`config.mk`:
```
export PLATFORM = sky130hd
export DESIGN_NAME = fetch_aligner
export DESIGN_NICKNAME = d
export VERILOG_FILES = /design/src/rtl/fetch_aligner.sv
export SDC_FILE = /design/constraint.sdc
export NUM_CORES = 1
export LEC_CHECK = 0
export ABC_AREA = 0
export CORE_MARGIN = 3
export CORE_UTILIZATION = 35
export DETAILED_ROUTE_END_ITERATION = 8
export GPL_ROUTABILITY_DRIVEN = 0
export GPL_TIMING_DRIVEN = 0
export PLACE_DENSITY = 0.67
export REMOVE_ABC_BUFFERS = 1
export SLEW_MARGIN = 20
export SYNTH_ARGS = -nofsm -noshare
export SYNTH_HDL_FRONTEND = slang
export SYNTH_SLANG_ARGS = --single-unit
```
`constraint.sdc`:
```
create_clock -name clk_in -period 6 [get_ports clk_in]
set_clock_uncertainty 0.1 [all_clocks]
set_input_delay 1.5 -clock clk_in [delete_from_list [all_inputs] [get_ports clk_in]]
set_output_delay 1.5 -clock clk_in [all_outputs]
set_load 0.05 [all_outputs]
```
`src/rtl/fetch_aligner.sv`:
```
// fetch_aligner: instruction-fetch front end between the icache and the
// RVC decompressor. Fetches word-aligned 32-bit words, keeps them as a
// four-slot halfword buffer and presents one 16- or 32-bit instruction per
// cycle, including instructions that straddle a word boundary.
//
// Ports:
//   clk_in, rstn_in        clock, asynchronous active-low reset
//   req_valid/req_addr     registered word-aligned fetch request to icache
//   req_ready              icache accepts the request this cycle
//   resp_valid/resp_data   one-cycle icache response, little-endian halfwords
//   flush_in/flush_pc      redirect from backend (flush_pc bit 0 ignored)
//   instr_valid/instr_ready  instruction handshake with the decompressor
//   instr_out/instr_pc     raw instruction (upper half zero if compressed), PC
//   instr_is_c             instruction is 16-bit
//
// state        | meaning
// -------------+----------------------------------------------------------
// IDLE         | no request outstanding; issue one when cnt <= 2
// REQ          | req_valid held with stable req_addr until req_ready
// WAIT         | request accepted; next resp_valid is appended
// WAIT_DISCARD | request accepted before a flush; next resp_valid is dropped

module fetch_aligner #(
  parameter logic [31:0] RESET_PC = 32'h0000_0000
) (
  input  logic        clk_in,
  input  logic        rstn_in,
  output logic        req_valid,
  output logic [31:0] req_addr,
  input  logic        req_ready,
  input  logic        resp_valid,
  input  logic [31:0] resp_data,
  input  logic        flush_in,
  input  logic [31:0] flush_pc,
  output logic        instr_valid,
  input  logic        instr_ready,
  output logic [31:0] instr_out,
  output logic [31:0] instr_pc,
  output logic        instr_is_c
);

  typedef enum logic [1:0] {IDLE, REQ, WAIT, WAIT_DISCARD} state_t;

  state_t      state;
  logic [15:0] slots [4];
  logic [2:0]  cnt;
  logic [31:0] pc;
  logic [31:0] fetch_addr;
  logic        drop_low;

  logic [15:0] slot0;
  logic [15:0] slot1;
  logic        consume;
  logic        append;
  logic [2:0]  n_consumed;
  logic [2:0]  n_appended;
  logic [2:0]  wr_base;
  logic [2:0]  cnt_next;
  logic [15:0] slots_next [4];

  // Redirect targets are halfword aligned; the LSB carries no information.
  logic unused_flush_lsb;
  assign unused_flush_lsb = flush_pc[0];

  assign slot0       = slots[0];
  assign slot1       = slots[1];
  assign instr_is_c  = (slot0[1:0] != 2'b11);
  assign instr_valid = (cnt >= 3'd2) || ((cnt != 3'd0) && instr_is_c);
  assign instr_out   = instr_is_c ? {16'h0000, slot0} : {slot1, slot0};
  assign instr_pc    = pc;

  assign consume    = instr_valid && instr_ready && !flush_in;
  assign append     = (state == WAIT) && resp_valid && !flush_in;
  assign n_consumed = !consume ? 3'd0 : (instr_is_c ? 3'd1 : 3'd2);
  assign n_appended = !append ? 3'd0 : (drop_low ? 3'd1 : 3'd2);
  // Requests are only issued at cnt <= 2, so wr_base never exceeds 2 and
  // both appended halfwords always land inside the four slots.
  assign wr_base    = cnt - n_consumed;
  assign cnt_next   = wr_base + n_appended;

  always_comb begin
    for (int i = 0; i < 4; i++) slots_next[i] = slots[i];
    if (n_consumed == 3'd1) begin
      for (int i = 0; i < 3; i++) slots_next[i] = slots[i+1];
    end else if (n_consumed == 3'd2) begin
      for (int i = 0; i < 2; i++) slots_next[i] = slots[i+2];
    end
    if (append) begin
      if (drop_low) begin
        slots_next[wr_base[1:0]] = resp_data[31:16];
      end else begin
        slots_next[wr_base[1:0]]        = resp_data[15:0];
        slots_next[wr_base[1:0] + 2'd1] = resp_data[31:16];
      end
    end
  end

  always_ff @(posedge clk_in or negedge rstn_in) begin
    if (!rstn_in) begin
      state      <= IDLE;
      req_valid  <= 1'b0;
      req_addr   <= 32'h0;
      cnt        <= 3'd0;
      pc         <= {RESET_PC[31:1], 1'b0};
      fetch_addr <= {RESET_PC[31:2], 2'b00};
      drop_low   <= RESET_PC[1];
      for (int i = 0; i < 4; i++) slots[i] <= 16'h0;
    end else if (flush_in) begin
      cnt        <= 3'd0;
      pc         <= {flush_pc[31:1], 1'b0};
      fetch_addr <= {flush_pc[31:2], 2'b00};
      drop_low   <= flush_pc[1];
      req_valid  <= 1'b0;
      case (state)
        // A request accepted in the flush cycle still gets a response.
        REQ:          state <= req_ready ? WAIT_DISCARD : IDLE;
        // A response arriving together with the flush is the stale one.
        WAIT:         state <= resp_valid ? IDLE : WAIT_DISCARD;
        // Same reasoning: a coincident response retires the stale request,
        // otherwise nothing would ever answer the WAIT_DISCARD.
        WAIT_DISCARD: state <= resp_valid ? IDLE : WAIT_DISCARD;
        default:      state <= IDLE;
      endcase
    end else begin
      slots <= slots_next;
      cnt   <= cnt_next;
      if (consume) pc <= pc + (instr_is_c ? 32'd2 : 32'd4);
      if (append) begin
        fetch_addr <= fetch_addr + 32'd4;
        drop_low   <= 1'b0;
      end
      case (state)
        IDLE: begin
          if (cnt <= 3'd2) begin
            req_valid <= 1'b1;
            req_addr  <= fetch_addr;
            state     <= REQ;
          end
        end
        REQ: begin
          if (req_ready) begin
            req_valid <= 1'b0;
            state     <= WAIT;
          end
        end
        WAIT: begin
          if (resp_valid) state <= IDLE;
        end
        WAIT_DISCARD: begin
          if (resp_valid) state <= IDLE;
        end
        default: state <= IDLE;
      endcase
    end
  end

endmodule

```
After elaboration in Yosys (flattened, before gate mapping)
Cells that the tools add are included.
{"block": "totals", "regBits": 167, "out_inout_bits": 99, "elab_cells": 90}
{"block": "op_classes", "addsub": 5, "n_lt_le_gt_ge": 6, "eq_ne": 9, "muxes": 37, "bitwise_logic": 3, "reduce_logical": 19}
{"op": "32-bit two-way mux", "n": 7}
{"op": "64-bit bitwise mux", "n": 3}
{"op": "64-bit two-way mux", "n": 2}
{"op": "16-bit demux with 2-bit select", "n": 2}
{"op": "16-bit two-way mux", "n": 3}
{"op": "32-bit by 3-bit adder with 32-bit output", "n": 1}
{"op": "32-bit by 3-bit adder with 32-bit output (second input constant)", "n": 1}
{"op": "2-bit two-way mux", "n": 10}
{"op": "3-bit AND reduction", "n": 3}
{"op": "1-bit logical AND", "n": 7}
{"op": "2-bit == test (second input constant)", "n": 3}
{"op": "3-bit greater-or-equal comparator (second input constant)", "n": 2}
{"op": "3-bit by 1-bit less-than comparator with 1-bit output (second input constant)", "n": 2}
{"op": "3-bit two-way mux", "n": 2}
{"op": "3-bit != test (second input constant)", "n": 2}
{"op": "2-bit inverter with 3-bit output", "n": 2}
{"op": "2-bit one-hot mux with 3 select lines", "n": 1}
{"op": "3-bit nonzero test", "n": 2}
{"op": "1-bit two-way mux", "n": 5}
{"op": "2-bit by 1-bit == test with 1-bit output (second input constant)", "n": 2}
{"op": "2-bit one-hot mux with 2 select lines", "n": 1}
{"op": "2-bit nonzero test", "n": 2}
{"op": "3-bit by 2-bit adder with 3-bit output", "n": 1}
{"op": "3-bit by 2-bit greater-or-equal comparator with 1-bit output (second input constant)", "n": 1}
{"op": "other kinds (12)", "n": 12}

Depth between registers and ports, before layout
Gate-level depths: netlist of the first run.
{"block": "depth", "depth_word": 16, "ltp_mapped": 16, "ltp_nobuf": 9}

Worst setup path before layout of the first run
No wires, ideal clock.
{"block": "synth_path", "path_type": "input port to flip-flop", "startpoint": "input port flush_in", "endpoint": "register slots (netlist bit slot0[10])", "setup_time_ns": 0.065, "arrival_ns": 4.301, "path_slack_ns": 1.535, "path_stages": 13, "n_path_buf": 4, "cell_sequence": "clkbuf_1 nor2b_1 clkbuf_1 o21ai_0 nor2_1 fa_1 buf_2 and2_1 o21ai_0 clkbuf_1 o211ai_1 a2bb2oi_1 a31o_2"}
{"block": "synth_via", "elab_chain_len": 13, "elab_cells_between_ends": 27, "classes_between": "add/sub: 2; order compare: 4; eq/ne: 2; mux: 12; bitwise: 2; reduce/logical: 5"}
{"item": "start: declaration", "line_no": "33", "source": "input logic flush_in,"}
{"item": "1-bit zero test", "line_no": "72, 73"}
{"item": "1-bit logical AND", "line_no": "72", "source": "assign consume = instr_valid && instr_ready && !flush_in;"}
{"item": "2-bit two-way mux", "line_no": "74", "source": "assign n_consumed = !consume ? 3'd0 : (instr_is_c ? 3'd1 : 3'd2);"}
{"item": "3-bit by 2-bit subtractor with 3-bit output", "line_no": "78", "source": "assign wr_base = cnt - n_consumed;"}
{"item": "2-bit by 1-bit adder with 2-bit output or 2-bit inverter with 3-bit output (tied branches)", "line_no": "93, 90, 92"}
{"item": "2-bit inverter with 3-bit output (not written as such), or another cell as far along", "line_no": "93", "source": "slots_next[wr_base[1:0] + 2'd1] = resp_data[31:16];"}
{"item": "3-bit greater-or-equal comparator (not written as such), or another cell as far along", "line_no": "93"}
{"item": "1-bit logical AND (not written as such) or 16-bit two-way mux (tied branches)", "line_no": "93, 90, 92"}
{"item": "16-bit two-way mux (not written as such) or 16-bit demux with 2-bit select (tied branches)", "line_no": "93, 90, 92"}
{"item": "16-bit demux with 2-bit select or 64-bit bitwise mux (tied branches)", "line_no": "93, 92"}
{"item": "64-bit bitwise mux", "line_no": "93"}
{"item": "64-bit two-way mux", "line_no": "89", "source": "if (drop_low) begin"}
{"item": "64-bit two-way mux", "line_no": "88", "source": "if (append) begin"}
{"item": "end signal: assignment", "line_no": "125", "source": "slots <= slots_next;"}
{"item": "end: declaration", "line_no": "45", "source": "logic [15:0] slots [4];"}
Parallel ways exist; a longest one is shown, timed or not.
A chain may end at the register's enable or synchronous reset.

Worst setup path in the final report of the first run
{"block": "layout_path", "startpoint": "input port instr_ready", "endpoint": "register slots (netlist bit slot1[5])"}
{"block": "layout_via", "elab_chain_len": 13, "elab_cells_between_ends": 26, "classes_between": "add/sub: 2; order compare: 4; eq/ne: 2; mux: 12; bitwise: 2; reduce/logical: 4"}
{"item": "start: declaration", "line_no": "36", "source": "input logic instr_ready,"}
{"item": "1-bit logical AND * (2 in a row)", "line_no": "72"}
{"item": "2-bit two-way mux *", "line_no": "74"}
{"item": "3-bit by 2-bit subtractor with 3-bit output", "line_no": "78"}
{"item": "2-bit by 1-bit adder with 2-bit output or 2-bit inverter with 3-bit output (tied branches)", "line_no": "93, 90, 92"}
{"item": "2-bit inverter with 3-bit output (not written as such), or another cell as far along", "line_no": "93"}
{"item": "3-bit greater-or-equal comparator (not written as such), or another cell as far along", "line_no": "93"}
{"item": "1-bit logical AND (not written as such) or 16-bit two-way mux (tied branches)", "line_no": "93, 90, 92"}
{"item": "16-bit two-way mux (not written as such) or 16-bit demux with 2-bit select (tied branches)", "line_no": "93, 90, 92"}
{"item": "16-bit demux with 2-bit select or 64-bit bitwise mux (tied branches)", "line_no": "93, 92"}
{"item": "64-bit bitwise mux", "line_no": "93"}
{"item": "64-bit two-way mux", "line_no": "89"}
{"item": "64-bit two-way mux *", "line_no": "88"}
Every way passes the cells marked *; elsewhere a longest branch is shown, timed or not.

==> results of run 1 <==
==> per-layer routing <==
metal	vias up	routed length, um	GRT usage
met5	-	9	0
met4	2	709	0.0704
met3	70	3380	0.0371
met2	526	17300	0.352
met1	5146	15800	0.299
li1	4917	-	-
==> state kept, by name, summed over array words and instances (netlist names) <==
signal and count:
drop_low 1, fetch_addr 30, instr_pc 31, cnt 3
state 2, slot1 16, slot0 16, slots 32
req_valid 1, req_addr 30
==> layout by cell type, fill, tap and decap left out, drive strengths merged, types with 15 or more instances in the layout <==
cell type and n:
nor2 92, clkdlybuf4s50 162, and3 15, inv 43
a21bo 15, nand4 42, a21oi 108, xor2 22
a31oi 24, nor4 18, a2bb2oi 15, nor3 25
o211ai 33, nand2 123, o31ai 16, buf 24
nand3 55, clkbuf 17, mux2i 21, o21ai 94
o31a 18, a31o 15, mux2 56, a211oi 16
a311o 15, xnor2 22, dfrtp 162
==> path summary, 6_finish.rpt <==
kind / from / endpoint / slack [ps] / depth (start not counted)
min reg2reg: req_addr[28]$_DFFE_PN0P_ / req_addr[28]$_DFFE_PN0P_ / 390 / 2
min: req_addr[28]$_DFFE_PN0P_ / req_addr[28]$_DFFE_PN0P_ / 390 / 2
max: instr_ready / slot1[5]$_DFFE_PN0N_ / 220 / 13
min in group asynchronous: rstn_in / req_addr[29]$_DFFE_PN0P_ / 930 / 1
max in group asynchronous: rstn_in / drop_low$_DFFE_PN0N_ / 3940 / 2
max reg2reg: slot0[1]$_DFFE_PN0N_ / slot1[5]$_DFFE_PN0N_ / 720 / 14
==> power groups by stage <==
stage          Clock [mW]  Combinational, mW  Sequential [mW]
6_report             1.21               3.77             1.83
3_5_place_dp            0               3.73             1.84
3_3_place_gp            0               3.58             1.82
5_1_grt              1.27               4.01             1.89
4_1_cts              1.22               3.76             1.82
2_1_floorplan           0               1.84             2.35
==> worst max-delay path, delay by kind of cell <==
family | cells | cell delay [ps]
AOI/OAI and AO/OA | 3 | 460
adders and majority gates | 2 | 1370
buffers and inverters | 4 | 1350
and+or+nand+nor | 4 | 1340
==> Yosys cell counts (19+ instances only) <==
library cell    n
clkbuf_1       83
nor2_1         91
nand2_1       123
o211ai_1       33
nand3_1        55
mux2i_1        21
buf_4          19
dfrtp_1       162
nor3_1         24
o21ai_0        93
nand4_1        41
mux2_2         56
buf_2          20
a21oi_1       108
xor2_1         22
inv_1          36
a31oi_1        24
xnor2_1        22
==> final cells by class <==
class / instances / area (sq um) / area share
Clock buffer: 17 / 425 / 0.0313
Sequential cell: 162 / 4060 / 0.298
Clock inverter: 15 / 211 / 0.0155
Tap cell: 396 / 495 / 0.0364
Timing Repair Buffer: 186 / 2000 / 0.147
Multi-Input combinational cell: 961 / 6260 / 0.460
Timing Repair inverter: 1 / 5.00 / 0.000368
Inverter: 37 / 149 / 0.0109
==> what timing repair did <==
item,4_1_cts,5_1_grt
resized for setup,2,1
hold endpoints to repair,0,0
gates cloned,1,0
setup endpoints to repair,26,23
setup buffers,0,2
==> kinds of logic after synthesis <==
group / count (synthesis)
flip-flops: 162
AND/OR/NAND/NOR: 413
XOR/XNOR: 44
buffers and inverters: 167
multiplexers: 77
other: 1
AO/OA/AOI/OAI: 417
adder cells (fa/ha/maj): 7
==> run_results.csv, run 1 <==
group,metric,value,unit
synth,post_synth_xor_area_fraction,0.0353,
detailed_routing,drt_drc_violations_left,0,
synth,synth-seq-cells,162,
place,place_hpwl,24000,um
worst_setup_path,criticalPathCategory,"in -> reg",
synth,synth_compound_area_frac,0.256,
global_route,wire_length_of_the_first_global_routing_pass,58400,um
detailed_routing,detail-route-antenna-nets,0,
power,power.static_leakage,5.26,nW
synth,combinational_family_with_the_most_area_after_synthesis,"compound AO/OA/AOI/OAI gates",
clock_tree,clock_latency_late_sink,440,ps
clock_tree,tritoncts.num_buffers,17,
timing,final_hold_viol_count,0,
power,power.sequential.fraction,0.269,
global_route,antenna_found_initial,1,
timing,timing.max_slew.rel_slack,0.360,
timing,fmax,173,MHz
detailed_routing,drt_first_pass_iters,6,
power,ir_drop,0.311,mV
power,total_power,6.81,mW
power,power.share.switching,0.493,
run,max_cap_viol_count,0,
detailed_routing,detailroute.via_count,10661,
synth,yosys_warnings,0,
synth,synthTopCellsByArea,"dfrtp_1 37%, mux2_2 5.8%, a21oi_1 4.9%",
synth,ys_async_sr_fraction,1.00,
place,placed_area,12900,sq um
global_route,overflow,0,
final_layout,finish.utilization,0.444,
global_route,grt_max_degree,86,
synth,mappedNetlistArea,10900,sq um
synth,number_of_synthesized_flops_with_an_enable_pin,0,
timing,setup_viol_count_final,0,
worst_setup_path,cp_data_required_time,6270,ps
synth,synth_sequential_area_ratio,0.371,
synth,count_of_distinct_cell_types_in_the_synthesized_netlist,65,
final_layout,n_fill_cell,2959,
die,floorplan.die_area,33400,sq um
die,chipWidth,183,um
detailed_routing,dr.first_iter.drc_count,1200,
detailed_routing,wl_per_cell,20.9,um
timing,finalCriticalPeriod,5780,ps
detailed_routing,wl,37100,um
power,power.density_cell_area,501,nW/um^2
synth,yosys.area_share.adder,0.0101,
final_layout,finalNetCount,1443,
clock_tree,clock_path_buffers,2,
worst_setup_path,critical_path_cell_by_cell,"clkdlybuf4s50_1 > nand2b_2 > nor3_1 > ha_4 > fa_4 > buf_12 > nand2b_1 > nor4_2 > buf_4 > buf_2 > a221o_1 > o21ai_0 > a21oi_1",
die,die_h,183,um
die,starting_density,0.356,
hold_path,min_path_type,"reg -> reg",
synth,netlist.top_cell.by_area,"dfrtp_1",
final_layout,design_area,13600,sq um
global_route,grt_pass1_vias,10408,
synth,post_synth_and_or_nand_nor_area_fraction,0.185,
place,place_inst,1740,
worst_setup_path,worst_path_largest_cell_delay,1160,ps
timing,rsz0062_at_grt,"false",
power,share_comb_of_total_power,0.554,
worst_setup_path,worst-endpoint-arrival,6050,ps
clock_tree,count_of_hold_buffers_inserted_by_post_cts_repair,0,
final_layout,diodes,0,
worst_setup_path,kind_of_end_point_of_the_critical_path,"flip-flop",
synth,synthCells,1288,
synth,ys_dominant_reg_cell,"dfrtp_1",
detailed_routing,avgViaCountPerCell,6.01,
worst_setup_path,crit_path_top_delay_cell,"fa_4",
clock_tree,cts_htree_levels,4,
timing,layout_worst_path_cycle_share,0.963,
synth,synth_area_per_cell,8.49,sq um
power,netSwitchingPower,3.36,mW
timing,hold_slack,393,ps
global_route,globalRouteTotalUtil,0.218,
timing,worst-slew-pin-transition,956,ps
place,buffer_ports.inserted,164,
clock_tree,tritoncts,"done",
die,design.core.area,30700,sq um
place,place_worst_setup_slack,-894,ps
worst_setup_path,critical_path_source_type,"input port",
timing,layout_setup_ws,219,ps
worst_setup_path,critPathMaxFanout,49,
die,floorplan.rows,64,
clock_tree,clock_transition_at_path_regs,80,ps
synth,synthMuxAreaShare,0.0769,
synth,yosys.area.top_type_share,0.371,
clock_tree,cts.sinks,162,
clock_tree,cts_root_buffer,"clkbuf_16",
final_layout,areaGrowthSynthToFinish,24.4,%
timing,timing_max_transition_violations_final,0,
final_layout,proportion_of_layout_cells_with_a_drive_suffix_above_1,0.130,
die,ioPinCount,169,
timing,totalNegativeSetupSlack,0,ps
power,clkPwrFrac,0.177,
final_layout,post_layout_nonfiller_instances,1775,
power,intPower,3.45,mW
run_status,run_status,"completed",
Power figures use the tool's default switching activity.
==> run 2: changes to the inputs <==
--- a/config.mk
+++ b/config.mk
@@ -12,6 +12,7 @@
 export GPL_ROUTABILITY_DRIVEN = 0
 export GPL_TIMING_DRIVEN = 0
 export PLACE_DENSITY = 0.67
+export RECOVER_POWER = 50
 export REMOVE_ABC_BUFFERS = 1
 export SLEW_MARGIN = 20
 export SYNTH_ARGS = -nofsm -noshare
==> run 2 against run 1 <==
The run now ends with capacitance limit, slew limit left. Total power fell by 0.22%. Sequential share of layout area rose by 0.12 points. Register-to-register slack barely moved. Combinational power barely moved. Final cell count did not move. Global-route usage did not move.
==> run_results.csv, run 2 (synthesis results as in run 1) <==
group,metric,value,unit
run_status,run_status,"finished, violations left",
run_status,failed_checks,"capacitance limit, slew limit",
worst_setup_path,cp_data_required_time,6270,ps
power,power.density_cell_area,502,nW/um^2
worst_setup_path,ff2ff_path_depth,14,
final_layout,post_layout_nonfiller_instances,1775,
global_route,grt_pass1_vias,10408,
detailed_routing,detailroute.via_count,10683,
clock_tree,clock_transition_at_path_regs,80,ps
clock_tree,cts_root_buffer,"clkbuf_16",
die,starting_density,0.356,
die,ioPinCount,169,
power,total_power,6.80,mW
worst_setup_path,criticalPathCategory,"in -> reg",
global_route,globalRouteTotalUtil,0.218,
timing,finalCriticalPeriod,5800,ps
worst_setup_path,worst-endpoint-arrival,6070,ps
timing,setup_viol_count_final,0,
worst_setup_path,cp-endpoint,"slot1[5]$_DFFE_PN0N_",
die,design.core.area,30700,sq um
place,buffer_ports.inserted,164,
detailed_routing,dr.first_iter.drc_count,1009,
detailed_routing,drt_drc_violations_left,0,
worst_setup_path,timing.reg2reg.setup_slack,710,ps
clock_tree,cts.sinks,162,
power,power.static_leakage,5.24,nW
timing,timing.max_slew.rel_slack,-1.87,
clock_tree,tritoncts.num_buffers,17,
place,place_worst_setup_slack,-894,ps
global_route,grt_max_degree,86,
clock_tree,clock_path_buffers,2,
timing,rsz0062_at_grt,"false",
timing,worst-slew-pin-transition,4310,ps
global_route,wire_length_of_the_first_global_routing_pass,58400,um
timing,layout_worst_path_cycle_share,0.967,
die,die_h,183,um
final_layout,most-common-layout-cells,"160 x clkdlybuf4s50_1, 159 x dfrtp_1, 123 x nand2_1",
final_layout,proportion_of_layout_cells_with_a_drive_suffix_above_1,0.127,
die,floorplan.rows,64,
worst_setup_path,r2r_start,"slot0[1]$_DFFE_PN0N_",
timing,hold_slack,395,ps
final_layout,finish.utilization,0.442,
run,max_cap_viol_count,2,
final_layout,areaGrowthSynthToFinish,24.0,%
detailed_routing,avgViaCountPerCell,6.02,
final_layout,mostFrequentLayoutCell,"clkdlybuf4s50_1",
place,place_inst,1740,
final_layout,largest_register_ffs,32,
die,chipWidth,183,um
worst_setup_path,critPathLaunch,"instr_ready",
global_route,antenna_found_initial,1,
detailed_routing,detail-route-antenna-nets,0,
clock_tree,clock_latency_late_sink,440,ps
worst_setup_path,worst_r2r_endpoint,"slot1[5]$_DFFE_PN0N_",
clock_tree,cts_htree_levels,4,
timing,fmax,172,MHz
timing,layout_setup_ws,198,ps
die,floorplan.die_area,33400,sq um
worst_setup_path,critPathMaxFanout,49,
detailed_routing,drt_first_pass_iters,6,
worst_setup_path,critical_path_source_type,"input port",
detailed_routing,wl,37200,um
timing,final_hold_viol_count,0,
detailed_routing,wl_per_cell,21.0,um
place,place_hpwl,24000,um
final_layout,diodes,0,
power,ir_drop,0.311,mV
global_route,overflow,0,
clock_tree,tritoncts,"done",
final_layout,finalNetCount,1443,
hold_path,min_path_type,"reg -> reg",
timing,timing_max_transition_violations_final,108,
worst_setup_path,kind_of_end_point_of_the_critical_path,"flip-flop",
final_layout,largest_register,"slots",
final_layout,n_fill_cell,2967,
==> run 2: cell types whose count changed in the layout (fill, tap and decap cells not counted), sizes merged <==
cell           previous run  this run
clkbuf                   17        20
buf                      24        21
clkdlybuf4s50           162       160
dlygate4sd3               0         2
==> run 2: through the flow <==
stage	instance area, sq um	TNS (ps)
after floorplan	10400	-72350
after global placement	12500	-1218560
after detailed placement	12900	-19090
after CTS	13600	0
after global routing	13600	0
final	13600	0
==> run 2: repair_timing <==
item | 4_1_cts | 5_1_grt
cloned | 1 | 0
resized for setup | 2 | 1
endpoints found under the setup margin | 26 | 23
hold buffers | 0 | 0
buffers inserted | 0 | 2
==> run 2: worst min-delay path by stage <==
stage	depth (start not counted)	slack [ps]	start	endpoint
after floorplan	2	370	slots[0]$_DFFE_PN0P_	slots[0]$_DFFE_PN0P_
after global placement	2	360	req_addr[29]$_DFFE_PN0P_	req_addr[29]$_DFFE_PN0P_
after detailed placement	2	380	req_addr[28]$_DFFE_PN0P_	req_addr[28]$_DFFE_PN0P_
after CTS	2	400	req_addr[28]$_DFFE_PN0P_	req_addr[28]$_DFFE_PN0P_
after global routing	1	430	req_addr[10]$_DFFE_PN0P_	req_addr[10]$_DFFE_PN0P_
final	2	390	req_addr[29]$_DFFE_PN0P_	req_addr[29]$_DFFE_PN0P_
==> run 2: where the power goes <==
part	switching [mW]	leakage (nW)	internal, mW
registers	0.406	1.85	1.43
logic	2.39	3.07	1.36
clock network	0.564	0.312	0.646
==> run 2: critical path: stages <==
cell,delay [ps]
clkdlybuf4s50_1,550
nand2b_2,510
nor3_1,210
ha_4,210
fa_4,1150
buf_12,310
nand2b_1,140
nor4_2,500
buf_4,270
buf_2,220
a221o_1,190
o21ai_0,80
a21oi_1,200
==> run 2: layout make-up <==
cell class	instances	area [sq um]	share of cell area
Sequential cell	162	4060	0.299
Multi-Input combinational cell	961	6260	0.462
Clock inverter	15	211	0.0156
Timing Repair inverter	1	5.00	0.000369
Inverter	37	149	0.0110
Timing Repair Buffer	186	1940	0.143
Clock buffer	17	425	0.0314
Tap cell	396	495	0.0366
==> run 2: per-layer routing <==
metal | part of all wire | vias up | global-route usage
li1 | - | 4911 | -
met1 | 0.43 | 5176 | 0.299
met2 | 0.47 | 539 | 0.352
met3 | 0.084 | 55 | 0.0371
met4 | 0.017 | 2 | 0.0704
met5 | 0.00024 | - | 0
==> run 3: changes to the inputs <==
--- a/config.mk
+++ b/config.mk
@@ -6,12 +6,12 @@
 export NUM_CORES = 1
 export LEC_CHECK = 0
 export ABC_AREA = 0
-export CORE_MARGIN = 3
 export CORE_UTILIZATION = 35
 export DETAILED_ROUTE_END_ITERATION = 8
+export DONT_BUFFER_PORTS = 1
 export GPL_ROUTABILITY_DRIVEN = 0
 export GPL_TIMING_DRIVEN = 0
-export PLACE_DENSITY = 0.67
+export PLACE_DENSITY = 0.6
 export RECOVER_POWER = 50
 export REMOVE_ABC_BUFFERS = 1
 export SLEW_MARGIN = 20
==> run 3 against run 2 <==
Cell area decreased by 12%. Final cell count is 9.2% lower. Critical path depth decreased by 2. Largest cell class unchanged. Critical endpoint is now slot1[4]$_DFFE_PN0N_. The run still ends with capacitance limit, slew limit left. Clock power is 11% lower. Routed wire length fell by 3.0%. Register-to-register slack got worse by 90 ps. Setup slack improved by 120 ps. Via count is 6.1% lower. Sequential share of layout area is 4.2 points higher. Critical path type unchanged. First-iteration DRC count is 15% lower.
==> run_results.csv, run 3 (synthesis results as in run 1) <==
group,metric,value,unit
run_status,run_status,"finished, violations left",
run_status,failed_checks,"capacitance limit, slew limit",
clock_tree,tritoncts,"done",
die,floorplan.rows,64,
global_route,grt_pass1_vias,9748,
final_layout,largest_register,"slots",
place,place_hpwl,23400,um
detailed_routing,detail-route-antenna-nets,0,
die,starting_density,0.356,
timing,layout_worst_path_cycle_share,0.946,
hold_path,min_from,"slots[1]$_DFFE_PN0P_",
hold_path,min_path_type,"reg -> reg",
final_layout,finalNetCount,1279,
worst_setup_path,critPathMaxFanout,79,
timing,worst-slew-pin-transition,2420,ps
run,max_cap_viol_count,1,
final_layout,n_fill_cell,3027,
clock_tree,count_of_hold_buffers_inserted_by_post_cts_repair,0,
final_layout,diodes,0,
worst_setup_path,criticalPathCategory,"in -> reg",
worst_setup_path,worst_r2r_endpoint,"slot1[4]$_DFFE_PN0N_",
final_layout,design_area,11900,sq um
detailed_routing,avgViaCountPerCell,6.23,
detailed_routing,wl,36100,um
power,ir_drop,0.293,mV
detailed_routing,wl_met2,17200,um
worst_setup_path,worst-endpoint-arrival,5940,ps
clock_tree,cts_htree_levels,4,
power,power.density_cell_area,510,nW/um^2
detailed_routing,wire_length_on_met1,14400,um
worst_setup_path,cp_data_required_time,6260,ps
final_layout,mostFrequentLayoutCell,"dfrtp_1",
clock_tree,tritoncts.num_buffers,17,
timing,final_hold_viol_count,0,
global_route,wire_length_of_the_first_global_routing_pass,55900,um
global_route,globalRouteTotalUtil,0.229,
global_route,grt_max_degree,163,
worst_setup_path,ff2ff_path_depth,12,
detailed_routing,detailroute.via_count,10029,
worst_setup_path,critical_path_source_type,"input port",
global_route,antenna_found_initial,0,
clock_tree,clock_path_buffers,2,
die,ioPinCount,169,
detailed_routing,dr.first_iter.drc_count,862,
timing,hold_slack,420,ps
timing,finalCriticalPeriod,5680,ps
die,design.core.area,30700,sq um
global_route,overflow,0,
die,floorplan.die_area,31900,sq um
final_layout,areaGrowthSynthToFinish,8.82,%
detailed_routing,drt_drc_violations_left,0,
place,buffer_ports.inserted,0,
worst_setup_path,timing.reg2reg.setup_slack,620,ps
detailed_routing,met3_wirelength,3650,um
worst_setup_path,kind_of_end_point_of_the_critical_path,"flip-flop",
hold_path,worst_hold_path.num_cells,2,
final_layout,proportion_of_layout_cells_with_a_drive_suffix_above_1,0.144,
timing,setup_viol_count_final,0,
detailed_routing,maxUsedRoutingLayer,"met4",
hold_path,hold_end,"slots[1]$_DFFE_PN0P_",
timing,timing_max_transition_violations_final,58,
power,power.static_leakage,4.57,nW
die,die_h,179,um
clock_tree,post_cts.repair.setup_buffers,0,
clock_tree,cts_root_buffer,"clkbuf_16",
detailed_routing,wl_per_cell,22.4,um
timing,timing.max_slew.rel_slack,-0.624,
detailed_routing,drt_first_pass_iters,5,
worst_setup_path,r2r_start,"slot0[1]$_DFFE_PN0N_",
die,chipWidth,179,um
timing,rsz0062_at_grt,"false",
clock_tree,clock_latency_late_sink,440,ps
clock_tree,clock_transition_at_path_regs,70,ps
final_layout,most-common-layout-cells,"159 x dfrtp_1, 123 x nand2_1, 107 x a21oi_1",
clock_tree,cts.sinks,162,
place,placed_area,11300,sq um
final_layout,largest_register_ffs,32,
timing,fmax,176,MHz
[run 3: area by class of cell]
class | instances | area, sq um | area share
multi-input cells | 961 | 6260 | 0.526
flip-flops and latches | 162 | 4060 | 0.341
well taps | 396 | 495 | 0.0416
clock buffers | 21 | 470 | 0.0395
repair buffers | 23 | 369 | 0.0310
inverters | 37 | 145 | 0.0122
clock inverters | 11 | 98.8 | 0.00831
[run 3: per-stage QoR]
step                std cells  TNS (ps)   util  total power [mW]  setup slack, ps
floorplan                1160    -72350      -              4.20            -2260
global placement         1556   -417470  0.354              4.78            -7810
detailed placement       1579     -4460  0.370              4.99             -392
CTS                      1611         0  0.389              6.08             69.3
global route             1611         0  0.388              6.38              123
finish                   1611         0  0.388              6.06              323
[run 3: timing repair]
item | 4_1_cts | 5_1_grt
gates resized for setup | 0 | 2
setup endpoints to repair | 0 | 13
endpoints found under the hold margin | 0 | 0
[run 3: worst max path at each step]
| stage | from | end | slack [ps] | cells past startpoint |
|---|---|---|---|---|
| after global placement | slot0[1]$_DFFE_PN0N_ | slot1[14]$_DFFE_PN0N_ | -7810 | 9 |
| after CTS | flush_in | slot1[4]$_DFFE_PN0N_ | 70 | 11 |
| after global routing | flush_in | slot1[10]$_DFFE_PN0N_ | 120 | 11 |
| after floorplan | slot0[1]$_DFFE_PN0N_ | slot1[10]$_DFFE_PN0N_ | -2260 | 9 |
| after detailed placement | flush_in | slot1[4]$_DFFE_PN0N_ | -390 | 11 |
| final | flush_in | slot1[4]$_DFFE_PN0N_ | 320 | 11 |
[run 3: per-layer routing]
metal / vias up / track usage
li1: 4568 / -
met1: 4879 / 0.278
met2: 502 / 0.380
met3: 80 / 0.0659
met4: 0 / 0.0886
met5: - / 0
[run 3: power breakdown]
| part | internal (mW) | switching [mW] | total (mW) | leakage (nW) |
|---|---|---|---|---|
| clock | 0.574 | 0.508 | 1.08 | 0.274 |
| combinational | 0.902 | 1.65 | 2.55 | 2.44 |
| sequential | 1.42 | 1.01 | 2.43 | 1.85 |
[run 3: worst max-delay path: stages]
cell and delay [ps]:
nand2b_2 460, nor3_1 210, ha_4 220, fa_4 1040
buf_16 300, clkinvlp_4 580, nor4_2 750, buf_2 330
a221o_1 190, o21ai_0 70, a21oi_1 180
